**src/rtl/reaction_timer.sv**
```systemverilog
// Reaction timer: debounced key, light-sequence FSM, ms counter with saturation at MAX_MS.
// Optional BEST_TIME_EN macro adds a best_ms output tracking the fastest non-jump reaction.
//
// state  | meaning
// IDLE   | waiting for the first arm after reset
// ARMED  | lights sequence running; a press here is a jump start
// TIMING | lights out, counting ms until press or MAX_MS
// DONE   | result latched, held until next arm
// JUMP   | jump start latched, held until next arm
module reaction_timer #(
  parameter int unsigned MAX_MS = 9999,
  parameter int unsigned DEB_MS = 3
) (
  input  logic        CLOCK_50,
  input  logic        RST_N,
  input  logic        tick_ms,
  input  logic        arm,
  input  logic        lights_out,
  input  logic        key_n,
  output logic [13:0] react_ms,
  output logic        valid,
  output logic        jump,
  output logic        busy
`ifdef BEST_TIME_EN
  ,
  output logic [13:0] best_ms
`endif
);

  localparam int unsigned DW = (DEB_MS < 2) ? 1 : $clog2(DEB_MS + 1);
  localparam logic [DW-1:0] DEB_FULL = DW'(DEB_MS);
  localparam logic [DW-1:0] DEB_LAST = DW'(DEB_MS - 1);
  localparam logic [13:0]   MAX_V    = 14'(MAX_MS);

  typedef enum logic [2:0] {
    IDLE   = 3'd0,
    ARMED  = 3'd1,
    TIMING = 3'd2,
    DONE   = 3'd3,
    JUMP   = 3'd4
  } state_t;

  state_t        state_q, state_d;
  logic          key_s1_q, key_s1_d;
  logic          key_s2_q, key_s2_d;
  logic [DW-1:0] deb_q, deb_d;
  logic [13:0]   count_q, count_d;
  logic [13:0]   react_q, react_d;
  logic          valid_q, valid_d;
  logic          jump_q, jump_d;
  logic          press_evt;
  logic [13:0]   count_inc;
`ifdef BEST_TIME_EN
  logic [13:0]   best_q, best_d;
`endif

  // Debounce: counter saturates at DEB_MS, which also blocks re-triggering until release.
  always_comb begin
    key_s1_d  = key_n;
    key_s2_d  = key_s1_q;
    deb_d     = deb_q;
    press_evt = 1'b0;
    if (key_s2_q) begin
      deb_d = '0;
    end else if (tick_ms && (deb_q != DEB_FULL)) begin
      deb_d     = deb_q + 1'b1;
      press_evt = (deb_q == DEB_LAST);
    end
  end

  always_comb begin
    state_d   = state_q;
    count_d   = count_q;
    react_d   = react_q;
    valid_d   = 1'b0;
    jump_d    = jump_q;
    count_inc = count_q + 14'd1;
`ifdef BEST_TIME_EN
    best_d    = best_q;
`endif
    if (arm) begin
      state_d = ARMED;
      jump_d  = 1'b0;
      count_d = '0;
    end else begin
      case (state_q)
        ARMED: begin
          if (press_evt) begin
            state_d = JUMP;
            jump_d  = 1'b1;
            valid_d = 1'b1;
          end else if (lights_out) begin
            state_d = TIMING;
            count_d = '0;
          end
        end
        TIMING: begin
          // A press on the same tick reports the count before that tick.
          if (press_evt) begin
            state_d = DONE;
            react_d = count_q;
            valid_d = 1'b1;
`ifdef BEST_TIME_EN
            if (count_q < best_q) best_d = count_q;
`endif
          end else if (tick_ms) begin
            count_d = count_inc;
            if (count_inc >= MAX_V) begin
              state_d = DONE;
              react_d = MAX_V;
              valid_d = 1'b1;
            end
          end
        end
        default: ;
      endcase
    end
  end

  always_ff @(posedge CLOCK_50 or negedge RST_N) begin
    if (!RST_N) begin
      state_q  <= IDLE;
      key_s1_q <= 1'b1;
      key_s2_q <= 1'b1;
      deb_q    <= '0;
      count_q  <= '0;
      react_q  <= '0;
      valid_q  <= 1'b0;
      jump_q   <= 1'b0;
`ifdef BEST_TIME_EN
      best_q   <= MAX_V;
`endif
    end else begin
      state_q  <= state_d;
      key_s1_q <= key_s1_d;
      key_s2_q <= key_s2_d;
      deb_q    <= deb_d;
      count_q  <= count_d;
      react_q  <= react_d;
      valid_q  <= valid_d;
      jump_q   <= jump_d;
`ifdef BEST_TIME_EN
      best_q   <= best_d;
`endif
    end
  end

  assign react_ms = react_q;
  assign valid    = valid_q;
  assign jump     = jump_q;
  assign busy     = (state_q == ARMED) || (state_q == TIMING);
`ifdef BEST_TIME_EN
  assign best_ms  = best_q;
`endif

endmodule

```
**config.mk**
```make
export PLATFORM = sky130hd
export DESIGN_NAME = reaction_timer
export DESIGN_NICKNAME = d
export VERILOG_FILES = /design/src/rtl/reaction_timer.sv
export SDC_FILE = /design/constraint.sdc
export NUM_CORES = 1
export LEC_CHECK = 0
export BUFFER_PORTS_ARGS = -buffer_cell sky130_fd_sc_hd__buf_2
export CORE_MARGIN = 2
export CORE_UTILIZATION = 25
export DETAILED_ROUTE_END_ITERATION = 8
export GPL_TIMING_DRIVEN = 1
export SYNTH_ARGS = -nofsm -noshare
export SYNTH_HDL_FRONTEND = slang
export SYNTH_SLANG_ARGS = --single-unit
```
**constraint.sdc**
```tcl
create_clock -name CLOCK_50 -period 2.15 [get_ports CLOCK_50]
set_clock_uncertainty 0.15 [all_clocks]
set_input_delay 0.215 -clock CLOCK_50 [delete_from_list [all_inputs] [get_ports CLOCK_50]]
set_output_delay 0.215 -clock CLOCK_50 [all_outputs]
set_load 0.05 [all_outputs]
```
==> summary.txt <==
STA
  – Fmax: around 480 MHz
  – Fin Setup TNS: 0 ps
  – Worst hold slack: 59.7 ps
  – Final Critical Period: 2080 ps
  – Max Slew Vio Count: 0
  – Tcrit/Tclk final: 96.9%
  – Final Hold Vio Count: 0
  – RSZ-0062 raised after global routing: yes
  – Slew HR: 67.2%
  – Worst slew pin tran: 492 ps
  – Worst setup margin: 67.3 ps
  – Finish-stage setup viols: 0

Drt
  – DR iter-0 viols: 144
  – Detailed-route via count: around 2300
  – WL final: 6.50 mm
  – Drt wl/cell: 14.2 um
  – Vias per cell: between 4 and 5
  – Drt first pass iters: 4
  – Residual DRC: 0
  – DRT antenna net count: 0

Clock network
  – Clock root buffer master: clkbuf_8
  – TritonCTS clock tree: built
  – Max clock buf depth: 2
  – CTS buffer count: 5
  – Clock Pin Slew Worst Setup and Hold Paths: roughly 70 ps
  – Clock latency on the worst-skew pair: around 300 ps
  – Clk sinks: 37
  – H-tree levels: 2

Floorplan
  – Core area: 0.00924 mm2
  – Starting Density: 25.8%
  – Die Y: 102 um
  – Die width: 102 um
  – Core Rows: 35
  – Io pins: 23
  – Die area: 0.0103 mm2

Worst hold path
  – Min-Delay Path Class: input port to flip-flop

Worst setup path
  – R2R Setup Slk: 70 ps
  – Worst path arrival time: ~2100 ps
  – Worst setup EP type: flip-flop
  – Setup CP Type: flip-flop to flip-flop
  – Critical Path RT: around 2200 ps
  – Crit-path max FO: 8
  – Startpoint Class: flip-flop

Yosys
  – Combinational family with the most area after synthesis: simple AND/OR/NAND/NOR gates
  – Mux share of post-synthesis cell area: less than 1%
  – Top_reg_cell synth: dfrtp_1
  – #FFs+latches synth: 37
  – Post-synthesis sequential area ratio: 39.0%
  – Synth Warn #: 0
  – EDFF count, synth: 0
  – Post-Synthesis Cells: between 200 and 300
  – Post-Syn Area: 0.00238 mm2
  – Ys async rst share: 100%
  – Post-synthesis compound-gate area fraction: 18.3%
  – Adder-cell share of the synthesized area: 2.10%
  – Synth Area in Simple Gates: 33.6%
  – Synthesized area per cell: 8.63 um2
  – Post-synthesis xor/xnor area fraction: less than 1%
  – Syn nets: 286
  – Post-synth cell types: 52

Placement
  – # port buffers: 22
  – Dpl ws: 2.60 ps
  – Placed inst area: 0.00288 mm2
  – Routability cong.: 0.840
  – Post-DP HPWL: about 4.6 mm

Global route
  – Pin count of the biggest net entering global routing: 38
  – Initial antenna violation count: 0
  – Vias in the first global route: 2224
  – Total grt overflow: 0
  – GRT Overall Usage: 13.2%
  – First-pass GRT wire length: 10.8 mm

Cells and area
  – Fillers: ~940
  – Fin area: roughly 0.0031 mm2
  – NumNets Final: approximately 340
  – Seq. cell area: 931 um2
  – Syn-to-layout area delta: 31.7%
  – N_diodes: 0
  – Area occupied by multi-input gates: 0.00147 mm2
  – Layout cells sized above 1: 34.5%
  – Commonest non-fill, non-tap cell in the layout: buf_4
  – Most frequent cells in the layout: buf_4 (35), dfrtp_1 (33), nor2_1 (32), nand2_1 (23)

Pwr
  – Leak: 1.34 nW
  – Pwr/cell area: between 400 and 500 mW/mm2
  – Peak supply drop: 0.222 mV
  – Power Total: 1.52 mW

Outcome
  – Status: completed

Job
  – Max-cap viol count: 0
-- state kept, by name, summed over array words and instances (netlist names) --
register,flops
key_s2_q,1
state_q,3
valid,1
react_ms,14
key_s1_q,1
count_q,14
deb_q,2
jump,1
-- metrics by stage --
step	util (%)	instances
3_3_place_gp	31.2	446
6_report	33.9	457
3_5_place_dp	31.2	446
5_1_grt	33.9	457
2_1_floorplan	-	276
4_1_cts	32.5	456
-- final timing paths --
kind,startpoint,to,cells after the start
setup / recovery,deb_q[1],react_ms[12],8
hold / removal,arm,state_q[1],2
setup reg to reg,deb_q[1],react_ms[12],8
hold reg to reg,key_s1_q,key_s2_q,0
max in group asynchronous,RST_N,key_s1_q,3
min in group asynchronous,RST_N,count_q[11],3
-- critical path, stage by stage, from the launching register on --
cell and delay [ps]:
dfrtp_1 400, ha_2 210, nand4bb_4 220, nand2b_1 110, mux2i_2 80, buf_4 180
or3_1 420, o22ai_1 150, nor2_1 60
-- cell usage after synthesis, drive strengths merged, types with 3 or more instances --
| cell | number | area, um2 |
|---|---|---|
| a21oi | 10 | 50.1 |
| a31oi | 4 | 25.0 |
| and3 | 6 | 37.5 |
| buf | 12 | 76.3 |
| clkbuf | 8 | 30.0 |
| dfrtp | 35 | 876 |
| ha | 4 | 50.1 |
| inv | 6 | 22.5 |
| nand2 | 24 | 92.6 |
| nand2b | 4 | 25.0 |
| nand3 | 23 | 120 |
| nand3b | 3 | 22.5 |
| nand4 | 6 | 58.8 |
| nor2 | 32 | 120 |
| nor2b | 3 | 18.8 |
| nor3 | 14 | 105 |
| o21ai | 30 | 158 |
| o22ai | 6 | 37.5 |
| o31ai | 8 | 60.1 |
| o41ai | 3 | 33.8 |
| or3 | 7 | 43.8 |
-- layout make-up --
type	instances	area share (%)
inverter	6	0.718
timing repair buffer	64	15.2
clock buffer	8	2.55
multi-input combinational	213	46.7
tap	129	5.15
sequential	37	29.7
-- layer usage --
layer	global-route usage [%]	wire length [um]	part of all wire, %	up-vias
li1	-	-	-	1112
met1	18.7	3120	48	1111
met2	19.8	3000	46	41
met3	3.04	271	4.2	10
met4	3.95	104	1.6	0
met5	0	0	0	-
-- cells by family (layout without fill, tap and decap cells) --
group	count (synthesis)	count (layout)
simple gates	137	137
compound gates	68	68
flops	37	37
buf+inv	26	78
fa+ha+maj	4	4
xor+xnor	2	2
mux	2	2
-- where the power goes --
group	leakage [nW]	internal (mW)	total, mW	switching, mW
clock network	0.0395	0.231	0.485	0.254
registers	0.503	0.717	0.748	0.0311
logic	0.800	0.117	0.291	0.174
-- what timing repair did --
item                       4_1_cts  5_1_grt
resized for setup                2       25
buffers inserted                 0        1
hold endpoints to repair        36        0
hold buffers                     2        0
setup endpoints to repair        3       16
pin swaps                        0        8
Note: power is estimated with default switching activity, not from simulation.
